===== src/rtl/sq_head_align_if.sv =====
// Stream bundle for sq_head_align: physical-order vectors in, age-order vectors out.
// out_run is carried only when SQ_ALIGN_RUN_EN is defined.
`ifndef SQ_SIZE
`define SQ_SIZE 8
`endif

interface sq_head_align_if #(
   parameter int N = `SQ_SIZE
);
   logic                 in_valid;
   logic                 in_ready;
   logic [N-1:0]         in_data;
   logic                 out_valid;
   logic                 out_ready;
   logic [N-1:0]         out_data;
`ifdef SQ_ALIGN_RUN_EN
   logic [$clog2(N):0]   out_run;

   modport master (output in_valid, in_data, out_ready,
                   input  in_ready, out_valid, out_data, out_run);
   modport slave  (input  in_valid, in_data, out_ready,
                   output in_ready, out_valid, out_data, out_run);
`else
   modport master (output in_valid, in_data, out_ready,
                   input  in_ready, out_valid, out_data);
   modport slave  (input  in_valid, in_data, out_ready,
                   output in_ready, out_valid, out_data);
`endif
endinterface


===== src/rtl/sq_head_align.sv =====
// Two-stage right-rotator converting SQ status vectors from slot order to age order; owns the SQ head.
// Optional out_run (leading-ones count from the oldest entry) enabled by defining SQ_ALIGN_RUN_EN.
`ifndef SQ_SIZE
`define SQ_SIZE 8
`endif

module sq_head_align #(
   parameter int N    = `SQ_SIZE,
   parameter bit CIRC = 1'b1
) (
   input  logic                 clock,
   input  logic                 reset_n,
   input  logic                 retire_valid,
   input  logic [$clog2(N):0]   retire_cnt,
   input  logic                 flush,
   sq_head_align_if.slave       bus,
   output logic [$clog2(N)-1:0] head
);
   localparam int SW = $clog2(N);
   localparam int LO = SW / 2;
   localparam int HI = SW - LO;

   logic [SW-1:0] head_reg;
   logic          s1_valid_reg;
   logic [N-1:0]  s1_data_reg;
   logic [HI-1:0] s1_hi_reg;
   logic          s2_valid_reg;
   logic [N-1:0]  s2_data_reg;

   logic          s2_ready;
   logic          accept;
   logic [N-1:0]  s1_rot;
   logic [N-1:0]  s2_rot;

   // CIRC=0 discards the low bits instead of wrapping them, so the top fills with zeros.
   function automatic logic [N-1:0] rot_right(input logic [N-1:0] x, input int amt);
      logic [2*N-1:0] w;
      w = CIRC ? {x, x} : {{N{1'b0}}, x};
      return N'(w >> amt);
   endfunction

   assign s2_ready     = !s2_valid_reg || bus.out_ready;
   assign bus.in_ready = (!s1_valid_reg || s2_ready) && !flush;
   assign accept       = bus.in_valid && bus.in_ready;

   // Low shift bits applied on the way into stage 1; high bits travel with the beat.
   assign s1_rot = rot_right(bus.in_data, int'(head_reg[LO-1:0]));
   assign s2_rot = rot_right(s1_data_reg, int'(s1_hi_reg) << LO);

   always_ff @(posedge clock or negedge reset_n) begin
      if (!reset_n) begin
         head_reg <= '0;
      end else if (retire_valid) begin
         head_reg <= SW'({1'b0, head_reg} + retire_cnt);
      end
   end

   always_ff @(posedge clock or negedge reset_n) begin
      if (!reset_n) begin
         s1_valid_reg <= 1'b0;
         s1_data_reg  <= '0;
         s1_hi_reg    <= '0;
         s2_valid_reg <= 1'b0;
         s2_data_reg  <= '0;
      end else begin
         if (flush) begin
            s1_valid_reg <= 1'b0;
         end else if (!s1_valid_reg || s2_ready) begin
            s1_valid_reg <= accept;
         end
         if (accept) begin
            s1_data_reg <= s1_rot;
            s1_hi_reg   <= head_reg[SW-1:LO];
         end
         if (flush) begin
            s2_valid_reg <= 1'b0;
         end else if (s2_ready) begin
            s2_valid_reg <= s1_valid_reg;
         end
         if (s2_ready && s1_valid_reg && !flush) begin
            s2_data_reg <= s2_rot;
         end
      end
   end

`ifdef SQ_ALIGN_RUN_EN
   logic [SW:0] s2_run;
   logic [SW:0] out_run_reg;

   function automatic logic [SW:0] lead_ones(input logic [N-1:0] x);
      logic [SW:0] cnt;
      logic        stop;
      cnt  = '0;
      stop = 1'b0;
      for (int i = 0; i < N; i++) begin
         if (!stop) begin
            if (x[i]) cnt = cnt + (SW+1)'(1);
            else      stop = 1'b1;
         end
      end
      return cnt;
   endfunction

   assign s2_run = lead_ones(s2_rot);

   always_ff @(posedge clock or negedge reset_n) begin
      if (!reset_n) begin
         out_run_reg <= '0;
      end else if (s2_ready && s1_valid_reg && !flush) begin
         out_run_reg <= s2_run;
      end
   end

   assign bus.out_run = out_run_reg;
`endif

   assign bus.out_valid = s2_valid_reg;
   assign bus.out_data  = s2_data_reg;
   assign head          = head_reg;

endmodule


===== src/flat_wrapper.sv =====
// flat-port wrapper written by rule: the top's interface ports become plain ports
module sq_head_align_flat 
#(
   parameter int N    = `SQ_SIZE,
   parameter bit CIRC = 1'b1
)
  (clock, reset_n, retire_valid, retire_cnt, flush, head, bus_in_valid, bus_in_data, bus_out_ready, bus_in_ready, bus_out_valid, bus_out_data);
  sq_head_align_if #(.N(N)) bus_i ();
  input  logic clock;
  input  logic reset_n;
  input  logic retire_valid;
  input  logic [$clog2(N):0] retire_cnt;
  input  logic flush;
  output logic [$clog2(N)-1:0] head;
  input wire logic [$bits(bus_i.in_valid)-1:0] bus_in_valid;
  input wire logic [$bits(bus_i.in_data)-1:0] bus_in_data;
  input wire logic [$bits(bus_i.out_ready)-1:0] bus_out_ready;
  output wire logic [$bits(bus_i.in_ready)-1:0] bus_in_ready;
  output wire logic [$bits(bus_i.out_valid)-1:0] bus_out_valid;
  output wire logic [$bits(bus_i.out_data)-1:0] bus_out_data;
  assign bus_i.in_valid = bus_in_valid;
  assign bus_i.in_data = bus_in_data;
  assign bus_i.out_ready = bus_out_ready;
  assign bus_in_ready = bus_i.in_ready;
  assign bus_out_valid = bus_i.out_valid;
  assign bus_out_data = bus_i.out_data;
  sq_head_align #(.N(N), .CIRC(CIRC)) u_core (.clock(clock), .reset_n(reset_n), .retire_valid(retire_valid), .retire_cnt(retire_cnt), .flush(flush), .bus(bus_i), .head(head));
endmodule

===== config.mk =====
export PLATFORM = sky130hd
export DESIGN_NAME = sq_head_align_flat
export DESIGN_NICKNAME = d
export VERILOG_FILES = /design/src/rtl/sq_head_align_if.sv /design/src/rtl/sq_head_align.sv /design/src/flat_wrapper.sv
export SDC_FILE = /design/constraint.sdc
export NUM_CORES = 1
export LEC_CHECK = 0
export CORE_ASPECT_RATIO = 0.6
export CORE_UTILIZATION = 43
export DETAILED_ROUTE_END_ITERATION = 16
export GPL_TIMING_DRIVEN = 1
export PLACE_DENSITY_LB_ADDON = 0.12
export SYNTH_ARGS = -nofsm -noshare
export SYNTH_HDL_FRONTEND = slang
export SYNTH_SLANG_ARGS = --single-unit

===== constraint.sdc =====
create_clock -name clock -period 1.4 [get_ports clock]
set_input_delay 0.21 -clock clock [delete_from_list [all_inputs] [get_ports clock]]
set_output_delay 0.21 -clock clock [all_outputs]
set_load 0.02 [all_outputs]

==> results_tabular.tex <==
\begin{tabular}{lr}
\hline
Metric & Value \\
\hline
\multicolumn{2}{l}{\textbf{Timing}} \\
\quad Period utilization & 102\% \\
\quad Relative slew slack & 80.3\% \\
\quad Number of pins with negative max-slew slack in the final report & 0 \\
\quad Number of failing hold endpoints at the final stage & 0 \\
\quad Endpoints failing setup & 5 \\
\quad Unrepaired setup endpoints after global routing & true \\
\quad Maximum achievable frequency & between 0.6 and 0.7 GHz \\
\quad Setup slack after layout & -32.2 ps \\
\quad Final-layout worst hold slack & between 300 and 400 ps \\
\quad Setup skew after layout & 1.79 ps \\
\quad Period minus WS final & about 1400 ps \\
\quad Least-Margin Pin Slew & 296 ps \\
\quad Accumulated negative setup slack & -91.5 ps \\
\multicolumn{2}{l}{\textbf{Route}} \\
\quad Count of vias placed by the detailed router & 797 \\
\quad Average detailed-routed wire length per instance & 15.6 µm \\
\quad Drc violations & 1 \\
\quad Antenna Nets Post-Route & 0 \\
\quad Vias/cell & between 5 and 6 \\
\quad Drt first pass iters & 9 \\
\quad Total wire length after detailed routing & 2350 µm \\
\quad Starting DRC count in detailed routing & 18 \\
\multicolumn{2}{l}{\textbf{Setup path}} \\
\quad Cells traversed along the worst timing path & mux4\_2 > mux2\_4 \\
\quad Maximum net fanout on the critical path & 8 \\
\quad Element type at the critical path start & register \\
\quad Worst endpoint data arrival time & 1580 ps \\
\quad Maximum single-stage delay on the critical path & 550 ps \\
\quad Slowest-stage cell, CP & sky130\_fd\_sc\_hd\_\_mux4\_2 \\
\quad Type of the setup path with the least slack & reg -> reg \\
\quad Nature of the critical path endpoint & register \\
\quad Required time at the worst-slack endpoint & approximately 1600 ps \\
\multicolumn{2}{l}{\textbf{CTS}} \\
\quad Clk Latency, worst-skew pair & between 200 and 300 ps \\
\quad Setup repair bufs after CTS & 0 \\
\quad Hold\_buf cts & 0 \\
\quad Max clock buf depth & 2 \\
\quad Level count of the clock H-tree & 1 \\
\quad TritonCTS clock tree & yes \\
\quad Clock buffer count from CTS & 3 \\
\quad Number of sinks handled by clock tree synthesis & 23 \\
\quad CTS root buf & sky130\_fd\_sc\_hd\_\_clkbuf\_8 \\
\quad Clock input transition at the sequential cells of the worst setup and hold paths & roughly 80 ps \\
\multicolumn{2}{l}{\textbf{Synth}} \\
\quad Post-synthesis cell count & 80 \\
\quad Synth warnings & 0 \\
\quad Leading area contributor after synthesis & sky130\_fd\_sc\_hd\_\_dfrtp\_1 \\
\quad Area share of the largest cell type after synthesis & a little under half \\
\quad Synthesis-stage register bit count & 23 \\
\quad Top post-synthesis cells by count & 27 x sky130\_fd\_sc\_hd\_\_mux2\_2, 23 x sky130\_fd\_sc\_hd\_\_dfrtp\_1, 8 x sky130\_fd\_sc\_hd\_\_mux4\_2 \\
\quad Average cell area after synthesis & 15.3 µm² \\
\quad Number of unique standard cell types used by synthesis & 17 \\
\quad Cell with the most instances after synthesis & sky130\_fd\_sc\_hd\_\_mux2\_2 \\
\quad Fraction of registers with async set or reset after synthesis & 100\% \\
\quad Number of enable flip-flop cells after synthesis & 0 \\
\quad Post-synthesis net count & 100 \\
\quad Area contributors post-synth & sky130\_fd\_sc\_hd\_\_dfrtp\_1 47\%, sky130\_fd\_sc\_hd\_\_mux2\_2 25\%, sky130\_fd\_sc\_hd\_\_mux4\_2 15\%, sky130\_fd\_sc\_hd\_\_buf\_6 1.8\%, sky130\_fd\_sc\_hd\_\_fa\_1 1.6\% \\
\quad Mapped cell area & 1230 µm² \\
\quad Sequential-to-total area share from yosys stat & a little under half \\
\quad Commonest register cell after synthesis & sky130\_fd\_sc\_hd\_\_dfrtp\_1 \\
\multicolumn{2}{l}{\textbf{Power and ir drop}} \\
\quad Switching share of total power & 34.0\% \\
\quad Leak pwr & 0.731 nW \\
\quad Total power after layout & 3.30 mW \\
\quad Sequential power share & 38.6\% \\
\quad Combinational cell fraction of total power & slightly below 50\% \\
\quad Worst voltage drop across the vdd grid & 1.02 mV \\
\quad Power per unit of standard cell area & 1940 nW/µm² \\
\quad Cell-internal power & around 2.2 mW \\
\quad Switching power total & 1.12 mW \\
\quad Clock Power Share & 12.3\% \\
\multicolumn{2}{l}{\textbf{Global routing}} \\
\quad Via count of the first global-routing pass & 862 \\
\quad Global-route total usage across every layer & 18.1\% \\
\quad Antenna violations before repair & 0 \\
\quad Pin count of the biggest net entering global routing & 24 \\
\quad Global-route wire length before repair & 4120 µm \\
\quad Global route total overflow & 0 \\
\multicolumn{2}{l}{\textbf{Flow run}} \\
\quad Max-cap violation count & 0 \\
\multicolumn{2}{l}{\textbf{Min path}} \\
\quad Type of the worst min-delay path & in -> async \\
\multicolumn{2}{l}{\textbf{Die}} \\
\quad Core Footprint & 2610 µm² \\
\quad Area of the die & slightly above 3000 µm² \\
\quad Initial standard-cell utilization of the core & a little under half \\
\quad Number of core rows & 14 \\
\quad Top-Level Pins & 31 \\
\quad Die extent in y & about 43 µm \\
\quad Chip Width & 71.0 µm \\
\multicolumn{2}{l}{\textbf{Finish}} \\
\quad Post-route core utilization & $\sim$65\% \\
\quad Ratio of cells with drive above 1 in the final layout & 49.2\% \\
\quad Finished Layout Cells & 150 \\
\quad Final layout net count & 139 \\
\quad Number of inserted filler cells in the final layout & 210 \\
\quad Post-route cell area & 1700 µm² \\
\quad Synthesis-to-layout area growth & 38.4\% \\
\quad Antenna cells & 0 \\
\multicolumn{2}{l}{\textbf{Placed design}} \\
\quad Number of buffers inserted by port buffering & 29 \\
\quad Hpwl dp & 1770 µm \\
\quad Placed instance area & 1650 µm² \\
\quad Placed insts & 146 \\
\quad Placer's final routability congestion estimate & 0.722 \\
\quad Place WS & -374 ps \\
\multicolumn{2}{l}{\textbf{Run status}} \\
\quad Failing checks & design-rule violations, negative setup slack \\
\quad Outcome & finished, violations left \\
\hline
\end{tabular}
cells in the final DEF, fill, tap and decap left out, drive strengths merged:
| master | instances |
|---|---|
| nand2 | 1 |
| mux2 | 27 |
| buf | 10 |
| mux4 | 8 |
| nor2 | 2 |
| ha | 1 |
| nor2b | 1 |
| nor3b | 1 |
| clkbuf | 4 |
| dlymetal6s2s | 1 |
| dlygate4sd2 | 13 |
| dfrtp | 23 |
| inv | 4 |
| nand3b | 2 |
| clkdlybuf4s50 | 14 |
| xnor2 | 2 |
| mux2i | 1 |
| fa | 1 |
| a21oi | 2 |
power groups by stage:
stage / Combinational, mW / Sequential, mW / Clock (mW)
after floorplan: 1.00 / 1.35 / 0
after detailed placement: 1.68 / 1.28 / 0
final: 1.62 / 1.27 / 0.404
after CTS: 1.62 / 1.27 / 0.422
after global placement: 1.64 / 1.25 / 0
after global routing: 1.75 / 1.32 / 0.450
worst max-delay path, delay by kind of cell, from the launching register on:
kind | cells | cell delay, ps
flip-flops | 1 | 500
multiplexers | 2 | 820
final cells by class:
cell class / instances / area [µm²] / share of cell area, %
multi-input combinational: 49 / 654 / 38.5
sequential: 23 / 581 / 34.2
timing repair buffer: 38 / 364 / 21.4
clock buffer: 4 / 45.0 / 2.65
tap: 32 / 40.0 / 2.36
inverter: 4 / 15.0 / 0.884
logic make-up after synthesis:
kind of cell / count (synthesis) / synth area share [%]
mux: 36 / 40.3
compound gates: 2 / 0.816
flops: 23 / 46.9
buf+inv: 8 / 3.77
fa+ha+maj: 2 / 2.65
xor+xnor: 2 / 1.43
simple gates: 7 / 4.18
timing repair:
action                                  in CTS  in global routing
pin swaps                                    0                  2
endpoints found under the setup margin      21                 19
gates resized for setup                     22                  4
path summary, 6_finish.rpt:
kind	startpoint	end	slack [ps]	cells past startpoint
max in group asynchronous	reset_n	u_core.bus.out_valid	850	2
worst max register to register	u_core.s1_hi_reg[0]	u_core.bus.out_data[3]	-30	2
min in group clock	bus_out_ready	u_core.bus.out_valid	330	4
worst max-delay path	u_core.s1_hi_reg[0]	u_core.bus.out_data[3]	-30	2
worst min register to register	u_core.head[2]	u_core.head[2]	500	1
worst min-delay path	reset_n	u_core.s1_hi_reg[1]	300	2
per-layer routing:
metal  GRT usage (%)  vias to the layer above  share of wire, %
li1                -                      371                 -
met1            24.9                      403                48
met2            28.8                       21                47
met3            5.81                        2               4.8
met4            4.00                        0              0.43
met5               0                        -                 0
(Power assumes the default switching activity.)
